### src/rtl/bp_sched.sv
// bp_sched: owns the predictor counter-table port (init sweep, fetch reads, FIFO-buffered RMW updates)
module bp_sched #(
  parameter int TAG_W = 8,
  parameter int FIFO_DEPTH = 4,
  parameter logic [1:0] INIT_VAL = 2'b01
) (
  input  logic             clk,
  input  logic             rst,
  input  logic             rdy,
  input  logic             in_fetcher_valid,
  input  logic [TAG_W-1:0] in_fetcher_tag,
  output logic             out_fetcher_ready,
  output logic             out_fetcher_valid,
  output logic             out_fetcher_jump,
  input  logic             in_rob_bp,
  input  logic             in_rob_jump,
  input  logic [TAG_W-1:0] in_rob_tag,
  output logic             out_rob_full,
  output logic             out_init_done,
  output logic             tbl_en,
  output logic             tbl_we,
  output logic [TAG_W-1:0] tbl_addr,
  output logic [1:0]       tbl_wdata,
  input  logic [1:0]       tbl_rdata
);
  localparam int PW = $clog2(FIFO_DEPTH);
  typedef enum logic [1:0] {INIT, IDLE, UPD_WR} state_t;
  state_t state, nxt;
  logic [TAG_W-1:0] sweep;
  logic [TAG_W-1:0] q_tag [FIFO_DEPTH];
  logic             q_jump [FIFO_DEPTH];
  logic [PW-1:0]    wp, rp;
  logic [PW:0]      count;
  logic             push, pop, grant, pending;
  logic [TAG_W-1:0] h_tag;
  logic             h_jump;
  assign h_tag = q_tag[rp];
  assign h_jump = q_jump[rp];
  assign pending = count != '0;
  assign out_rob_full = count == (PW+1)'(FIFO_DEPTH);
  assign out_init_done = state != INIT;
  assign push = rdy && in_rob_bp && !out_rob_full;
  assign pop = rdy && state == UPD_WR;
  assign grant = !rst && rdy && state == IDLE && in_fetcher_valid && !out_rob_full;
  assign out_fetcher_ready = grant;
  assign out_fetcher_jump = out_fetcher_valid & tbl_rdata[1];
  always_comb begin
    nxt = state;
    tbl_en = 1'b0;
    tbl_we = 1'b0;
    tbl_addr = h_tag;
    tbl_wdata = h_jump ? (tbl_rdata == 2'b11 ? 2'b11 : tbl_rdata + 2'd1)
                       : (tbl_rdata == 2'b00 ? 2'b00 : tbl_rdata - 2'd1);
    if (!rst && rdy)
      case (state)
        INIT: begin
          tbl_en = 1'b1;
          tbl_we = 1'b1;
          tbl_addr = sweep;
          tbl_wdata = INIT_VAL;
          nxt = &sweep ? IDLE : INIT;
        end
        IDLE: begin
          tbl_en = grant || pending;
          tbl_addr = grant ? in_fetcher_tag : h_tag;
          nxt = (!grant && pending) ? UPD_WR : IDLE;
        end
        UPD_WR: begin
          tbl_en = 1'b1;
          tbl_we = 1'b1;
          nxt = IDLE;
        end
        default: nxt = INIT;
      endcase
  end
  always_ff @(posedge clk)
    if (rst) begin
      state <= INIT;
      sweep <= '0;
      wp <= '0;
      rp <= '0;
      count <= '0;
      out_fetcher_valid <= 1'b0;
    end else if (rdy) begin
      state <= nxt;
      out_fetcher_valid <= grant;
      if (state == INIT) sweep <= sweep + TAG_W'(1);
      if (push) wp <= wp + PW'(1);
      if (pop) rp <= rp + PW'(1);
      count <= count + (PW+1)'(push) - (PW+1)'(pop);
    end
  always_ff @(posedge clk)
    if (!rst && push) begin
      q_tag[wp] <= in_rob_tag;
      q_jump[wp] <= in_rob_jump;
    end
endmodule

### config.mk
export PLATFORM = sky130hd
export DESIGN_NAME = bp_sched
export DESIGN_NICKNAME = d
export VERILOG_FILES = /design/src/rtl/bp_sched.sv
export SDC_FILE = /design/constraint.sdc
export NUM_CORES = 1
export LEC_CHECK = 0
export ABC_CLOCK_PERIOD_IN_PS = 5670
export BUFFER_PORTS_ARGS = -buffer_cell sky130_fd_sc_hd__clkbuf_2
export CAP_MARGIN = 20
export CELL_PAD_IN_SITES_DETAIL_PLACEMENT = 2
export CELL_PAD_IN_SITES_GLOBAL_PLACEMENT = 2
export CORE_AREA = 2 2 71 100
export CTS_CLUSTER_DIAMETER = 50
export DETAILED_ROUTE_END_ITERATION = 7
export DIE_AREA = 0 0 73 102
export GPL_TIMING_DRIVEN = 0
export PLACE_DENSITY = 0.84
export SLEW_MARGIN = 10
export SYNTH_ARGS = -nofsm -noshare
export SYNTH_HDL_FRONTEND = slang
export SYNTH_SLANG_ARGS = --single-unit
### constraint.sdc
create_clock -name clk -period 5.67 [get_ports clk]
set_input_delay 0.567 -clock clk [delete_from_list [all_inputs] [get_ports clk]]
set_output_delay 0.567 -clock clk [all_outputs]
set_load 0.05 [all_outputs]
==> results of run 1 <==
path summary, 6_finish.rpt:
check | from | endpoint | cells after the start
max reg2reg | state[0] | count[2] | 10
min reg2reg | sweep[7] | sweep[7] | 2
min | in_rob_tag[0] | q_tag[3][0] | 1
max | state[1] | tbl_addr[1] | 7
layout make-up:
| class | count | area [um2] |
|---|---|---|
| fill | 679 | 3490 |
| sequential | 56 | 1480 |
| multi-input combinational | 132 | 1050 |
| timing repair buffer | 40 | 200 |
| tap | 74 | 92.6 |
| clock buffer | 5 | 68.8 |
| buffer | 11 | 58.8 |
| clock inverter | 3 | 47.5 |
| inverter | 8 | 30.0 |
cell families (layout without fill, tap and decap cells):
logic type	count (synthesis)	count (layout)	share of synthesized area, %
compound gates	16	16	4.58
xor+xnor	12	12	4.00
fa+ha+maj	9	9	4.53
buf+inv	19	67	3.38
flops	56	56	56.4
mux	13	13	10.4
simple gates	82	82	16.7
per-layer routing:
layer,track usage (%),vias to the layer above
li1,-,861
met1,20.9,876
met2,35.1,27
met3,3.45,4
met4,4.70,0
met5,0,-
per-stage QoR:
stage / cell area, um2 / worst slack, ps / utilization [%] / power, mW / hold WS (ps)
after floorplan: 2630 / 2440 / - / 0.502 / 485
after global placement: 2920 / 2990 / 44.7 / 0.528 / 507
after detailed placement: 2920 / 2970 / 44.7 / 0.531 / 539
after CTS: 3030 / 2810 / 46.5 / 0.793 / 460
after global routing: 3030 / 2780 / 46.5 / 0.813 / 467
final: 3030 / 2860 / 46.5 / 0.784 / 471
critical path: cells and delay by family, from the launching register on:
kind / cells / cell delay (ps)
and+or+nand+nor: 3 / 820
DFF: 1 / 310
buffers and inverters: 3 / 670
AOI/OAI and AO/OA: 1 / 130
registers in the layout, indices dropped and copies added, names as in the netlist, named ones only:
| name | flops |
|---|---|
| rp | 2 |
| out_fetcher_valid | 1 |
| q_jump | 4 |
| q_tag | 32 |
| count | 3 |
| state | 2 |
| wp | 2 |
| sweep | 8 |
where the power goes:
part | internal [mW] | total (mW) | switching (mW)
clock | 0.133 | 0.263 | 0.130
sequential | 0.440 | 0.445 | 0.00471
combinational | 0.0248 | 0.0767 | 0.0520
total | 0.598 | 0.784 | 0.187
Yosys cell counts, types with 2 or more instances:
cell type,number,area [um2]
and2_1,6,37.5
ha_1,7,87.6
nand4_1,3,18.8
nor3_1,2,10.0
a22oi_1,6,45.0
mux2i_1,4,40.0
inv_1,8,30.0
mux4_1,8,210
nand3_1,26,130
and3_1,3,18.8
edfxtp_1,36,1080
dfxtp_1,20,400
xor2_1,8,70.1
buf_2,2,10.0
buf_6,2,22.5
clkbuf_1,7,26.3
nand2_1,10,37.5
nor2b_1,2,12.5
xnor2_1,4,35.0
nor3b_1,2,15.0
nor2_1,18,67.6
a21oi_1,4,20.0
==> flow_metrics.env, run 1 <==
export IMPL_hold_violations=0
export IMPL_final_common_cell="clkbuf_2"
export IMPL_antenna_left=0
export IMPL_path_cells="buf_2 -> or3b_2 -> buf_2 -> nor2_4 -> a22oi_1 -> nand3_1 -> clkbuf_2"
export IMPL_cts_buffers_inserted=5
export IMPL_cp_slowest_cell="or3b_2"
export IMPL_p_leak_nw=1.18
export IMPL_vias_per_cell=5.37
export IMPL_ir_worst_vdd_mv=0.214
export IMPL_boundaryPins=41
export IMPL_routedWlPerCell_um=19.0
export IMPL_path_class="reg -> out"
export IMPL_r2r_setup_slack_ps=3180
export IMPL_synth_warnings=0
export IMPL_ys_types=41
export IMPL_start_kind="flop"
export IMPL_cp_end_kind="output port"
export IMPL_clock_skew_ps=12.7
export IMPL_finalSetupTns_ps=0
export IMPL_grt_max_degree=19
export IMPL_wl_met1_um=2540
export IMPL_synth_edff_count=36
export IMPL_synthFlopType="edfxtp_1"
export IMPL_wl_met2_um=3520
export IMPL_fp_dieW_um=73
export IMPL_numPortBuffers=40
export IMPL_maxCapViolations=0
export IMPL_max_stage_delay_ps=470
export IMPL_cts_root_buf="clkbuf_8"
export IMPL_worst_skew_pair_late_latency_ps=310
export IMPL_grt_ovfl_total=0
export IMPL_cpMostUsedCell="buf_2"
export IMPL_drc=0
export IMPL_antenna_found_initial=0
export IMPL_timing_final_crit_share_pct=49.5
export IMPL_finalWirelength_um=6270
export IMPL_critPathMaxFanout=9
export IMPL_row_count=35
export IMPL_tightest_slew_ps=552
export IMPL_cts_resized=0
export IMPL_critPathRequiredTime_ps=5100
export IMPL_syn_inst=207
export IMPL_clock_fmax_mhz=356
export IMPL_fin_nets=286
export IMPL_slew_violations=0
export IMPL_path_clk_slew_ps=110
export IMPL_grt_total_usage_pct=18.5
export IMPL_setup_viol=0
export IMPL_dp_cells=321
export IMPL_grt_pass1_vias=1957
export IMPL_cts_setup_buffers=0
export IMPL_gp_congestion=0.743
export IMPL_relSlewSlack_pct=63.2
export IMPL_dr_wl_met3_um=150
export IMPL_syn_avg_cell_area_um2=12.7
export IMPL_start_util_pct=40.2
export IMPL_drive_above_1_share_pct=23.9
export IMPL_dieArea_mm2=0.00745
export IMPL_via_count=1768
export IMPL_htreeDepth=2
export IMPL_status="finished clean"
export IMPL_die_y_um=102
export IMPL_async_reset_ff_share_pct=0
export IMPL_cts_sinks=56
export IMPL_rsz0062_at_grt="false"
export IMPL_grt_pass1_wl_um=10300
export IMPL_post_dp_hpwl_um=4630
export IMPL_synthToLayoutAreaGrowth_pct=15.6
export IMPL_critPathArrivalTime_ps=2240
export IMPL_mappedNetlistArea_mm2=0.00263
export IMPL_syn_num_nets=239
export IMPL_diodes=0
export IMPL_hold_path_class="in -> reg"
export IMPL_clockBufferDepth=2
export IMPL_cts_hold_buf=0
export IMPL_first_pass_iters=4
export IMPL_p_per_area_mw_per_mm2=259
export IMPL_cts_tree="yes"
export IMPL_most_common_layout_cells="40 x clkbuf_2, 36 x edfxtp_1, 26 x nand3_1, 20 x dfxtp_1, 18 x nor2_1"
export IMPL_fin_cells=329
export IMPL_core_area_mm2=0.00653
export IMPL_ys_seq_area_share_pct=56.4
export IMPL_final_min_clock_period_ps=2810
export IMPL_drtIter0Drc=53
export IMPL_dr_max_layer_used="met4"
export IMPL_ys_ff_latch=56
Power figures use the tool's default switching activity.
==> run 2: changes to the inputs <==
==> config.mk (replaced) <==
export PLATFORM = sky130hd
export DESIGN_NAME = bp_sched
export DESIGN_NICKNAME = d
export VERILOG_FILES = /design/src/rtl/bp_sched.sv
export SDC_FILE = /design/constraint.sdc
export NUM_CORES = 1
export LEC_CHECK = 0
export ABC_CLOCK_PERIOD_IN_PS = 2880
export BUFFER_PORTS_ARGS = -buffer_cell sky130_fd_sc_hd__clkbuf_2
export CAP_MARGIN = 20
export CELL_PAD_IN_SITES_DETAIL_PLACEMENT = 2
export CELL_PAD_IN_SITES_GLOBAL_PLACEMENT = 2
export CORE_AREA = 2 2 74 104
export CTS_CLUSTER_DIAMETER = 50
export DETAILED_ROUTE_END_ITERATION = 7
export DIE_AREA = 0 0 76 106
export GPL_TIMING_DRIVEN = 0
export PLACE_DENSITY = 0.79
export SLEW_MARGIN = 10
export SYNTH_ARGS = -nofsm -noshare
export SYNTH_HDL_FRONTEND = slang
export SYNTH_SLANG_ARGS = --single-unit
==> constraint.sdc (replaced) <==
create_clock -name clk -period 2.88 [get_ports clk]
set_input_delay 0.288 -clock clk [delete_from_list [all_inputs] [get_ports clk]]
set_output_delay 0.288 -clock clk [all_outputs]
set_load 0.05 [all_outputs]
==> flow_metrics.env, run 2 (same netlist as run 1, synthesis figures left out) <==
export IMPL_synthToLayoutAreaGrowth_pct=15.9
export IMPL_antenna_left=0
export IMPL_core_area_mm2=0.00718
export IMPL_p_sw_share_pct=26.0
export IMPL_cpMostUsedCell="buf_2"
export IMPL_row_count=37
export IMPL_drive_above_1_share_pct=23.9
export IMPL_tightest_slew_ps=547
export IMPL_final_min_clock_period_ps=2530
export IMPL_p_per_area_mw_per_mm2=487
export IMPL_ir_worst_vdd_mv=0.355
export IMPL_cts_tree="yes"
export IMPL_finalWirelength_um=5980
export IMPL_clockBufferDepth=2
export IMPL_cts_setup_buffers=0
export IMPL_cts_sinks=56
export IMPL_cts_buffers_inserted=5
export IMPL_boundaryPins=41
export IMPL_clock_fmax_mhz=396
export IMPL_cts_resized=0
export IMPL_relSlewSlack_pct=63.5
export IMPL_finalInstanceArea_mm2=0.00304
export IMPL_grt_pass1_wl_um=9940
export IMPL_routedWlPerCell_um=17.0
export IMPL_dp_cells=344
export IMPL_fp_dieW_um=76
export IMPL_final_common_cell="clkbuf_2"
export IMPL_largestRegisters="q_tag: 32 flops, sweep: 8 flops, q_jump: 4 flops"
export IMPL_die_y_um=106
export IMPL_path_clk_slew_ps=100
export IMPL_finalPower_mw=1.48
export IMPL_hold_violations=0
export IMPL_drtIter0Drc=75
export IMPL_setup_viol=0
export IMPL_grt_max_degree=21
export IMPL_rsz0062_at_grt="false"
export IMPL_start_util_pct=36.6
export IMPL_numPortBuffers=40
export IMPL_finish_utilization_pct=42.4
export IMPL_critPathRequiredTime_ps=2590
export IMPL_grt_pass1_vias=1992
export IMPL_max_stage_delay_ps=460
export IMPL_slew_violations=0
export IMPL_regMostFlops="q_tag"
export IMPL_maxCapViolations=0
export IMPL_critPathArrivalTime_ps=2240
export IMPL_post_dp_cell_area_mm2=0.00295
export IMPL_hold_path_class="in -> reg"
export IMPL_htreeDepth=2
export IMPL_grt_total_usage_pct=15.7
export IMPL_drc=0
export IMPL_start_kind="flop"
export IMPL_finalSetupTns_ps=0
export IMPL_diodes=0
export IMPL_timing_final_crit_share_pct=87.7
export IMPL_via_count=1788
export IMPL_most_common_layout_cells="40 x clkbuf_2, 36 x edfxtp_1, 26 x nand3_1, 20 x dfxtp_1, 18 x nor2_1"
export IMPL_critPathMaxFanout=9
export IMPL_dieArea_mm2=0.00806
export IMPL_fin_nets=286
export IMPL_vias_per_cell=5.08
export IMPL_r2r_setup_slack_ps=410
export IMPL_post_dp_hpwl_um=4500
export IMPL_cp_end_kind="output port"
export IMPL_p_leak_nw=1.17
export IMPL_internal_power_mw=1.10
export IMPL_sequentialPowerShare_pct=59.1
export IMPL_antenna_found_initial=0
export IMPL_fin_cells=352
export IMPL_gp_congestion=0.749
export IMPL_first_pass_iters=4
export IMPL_worst_skew_pair_late_latency_ps=310
export IMPL_largest_reg_flops=32
export IMPL_path_cells="buf_2 -> or3b_2 -> buf_2 -> nor2_4 -> a22oi_1 -> nand3_1 -> clkbuf_2"
export IMPL_nFillCells=738
export IMPL_cts_root_buf="clkbuf_8"
export IMPL_cts_hold_buf=0
export IMPL_grt_ovfl_total=0
export IMPL_status="finished clean"
export IMPL_path_class="reg -> out"
export IMPL_combinationalPowerShare_pct=10.1
export IMPL_p_switching_mw=0.385
export IMPL_cp_slowest_cell="or3b_2"
export IMPL_p_clk_share_pct=30.8
export IMPL_clock_skew_ps=4.80
-- run 2: final timing paths --
kind,to,depth (start not counted),from
max,tbl_addr[2],7,state[1]
min,q_tag[0][5],1,in_rob_tag[5]
max reg2reg,count[2],10,state[0]
min reg2reg,rp[1],2,rp[1]
-- run 2: layout make-up --
type                            instances  area [um2]  share of cell area, %
Sequential cell                        56        1480                   48.7
Multi-Input combinational cell        132        1050                   34.7
Timing Repair Buffer                   40         200                   6.58
Tap cell                               97         121                   3.99
Clock buffer                            5        68.8                   2.26
Buffer                                 11        58.8                   1.93
Inverter                                8        30.0                  0.987
Clock inverter                          3        26.3                  0.864
-- run 2: critical path: cells and delay by family (launching register included) --
| family | cells | cell delay [ps] |
|---|---|---|
| flip-flops | 1 | 310 |
| buffers and inverters | 3 | 660 |
| AO/OA/AOI/OAI | 1 | 130 |
| AND/OR/NAND/NOR | 3 | 810 |
-- run 2: per-stage QoR --
| step | worst slack, ps | hold slack [ps] |
|---|---|---|
| floorplan | 203 | 387 |
| global placement | 491 | 499 |
| detailed placement | 377 | 509 |
| CTS | 316 | 177 |
| global route | 206 | 181 |
| finish | 353 | 188 |
-- run 2: routing by layer --
| metal | wire (um) | GRT usage (%) |
|---|---|---|
| met5 | 0 | 0 |
| met4 | 91 | 4.55 |
| met3 | 156 | 2.80 |
| met2 | 3320 | 30.0 |
| met1 | 2410 | 17.8 |
-- run 2: power groups by stage --
| stage | clock [mW] | combinational (mW) | sequential [mW] |
|---|---|---|---|
| 2_1_floorplan | 0 | 0.0972 | 0.891 |
| 4_1_cts | 0.475 | 0.152 | 0.875 |
| 5_1_grt | 0.496 | 0.164 | 0.876 |
| 6_report | 0.457 | 0.149 | 0.875 |
| 3_3_place_gp | 0 | 0.147 | 0.892 |
| 3_5_place_dp | 0 | 0.152 | 0.893 |
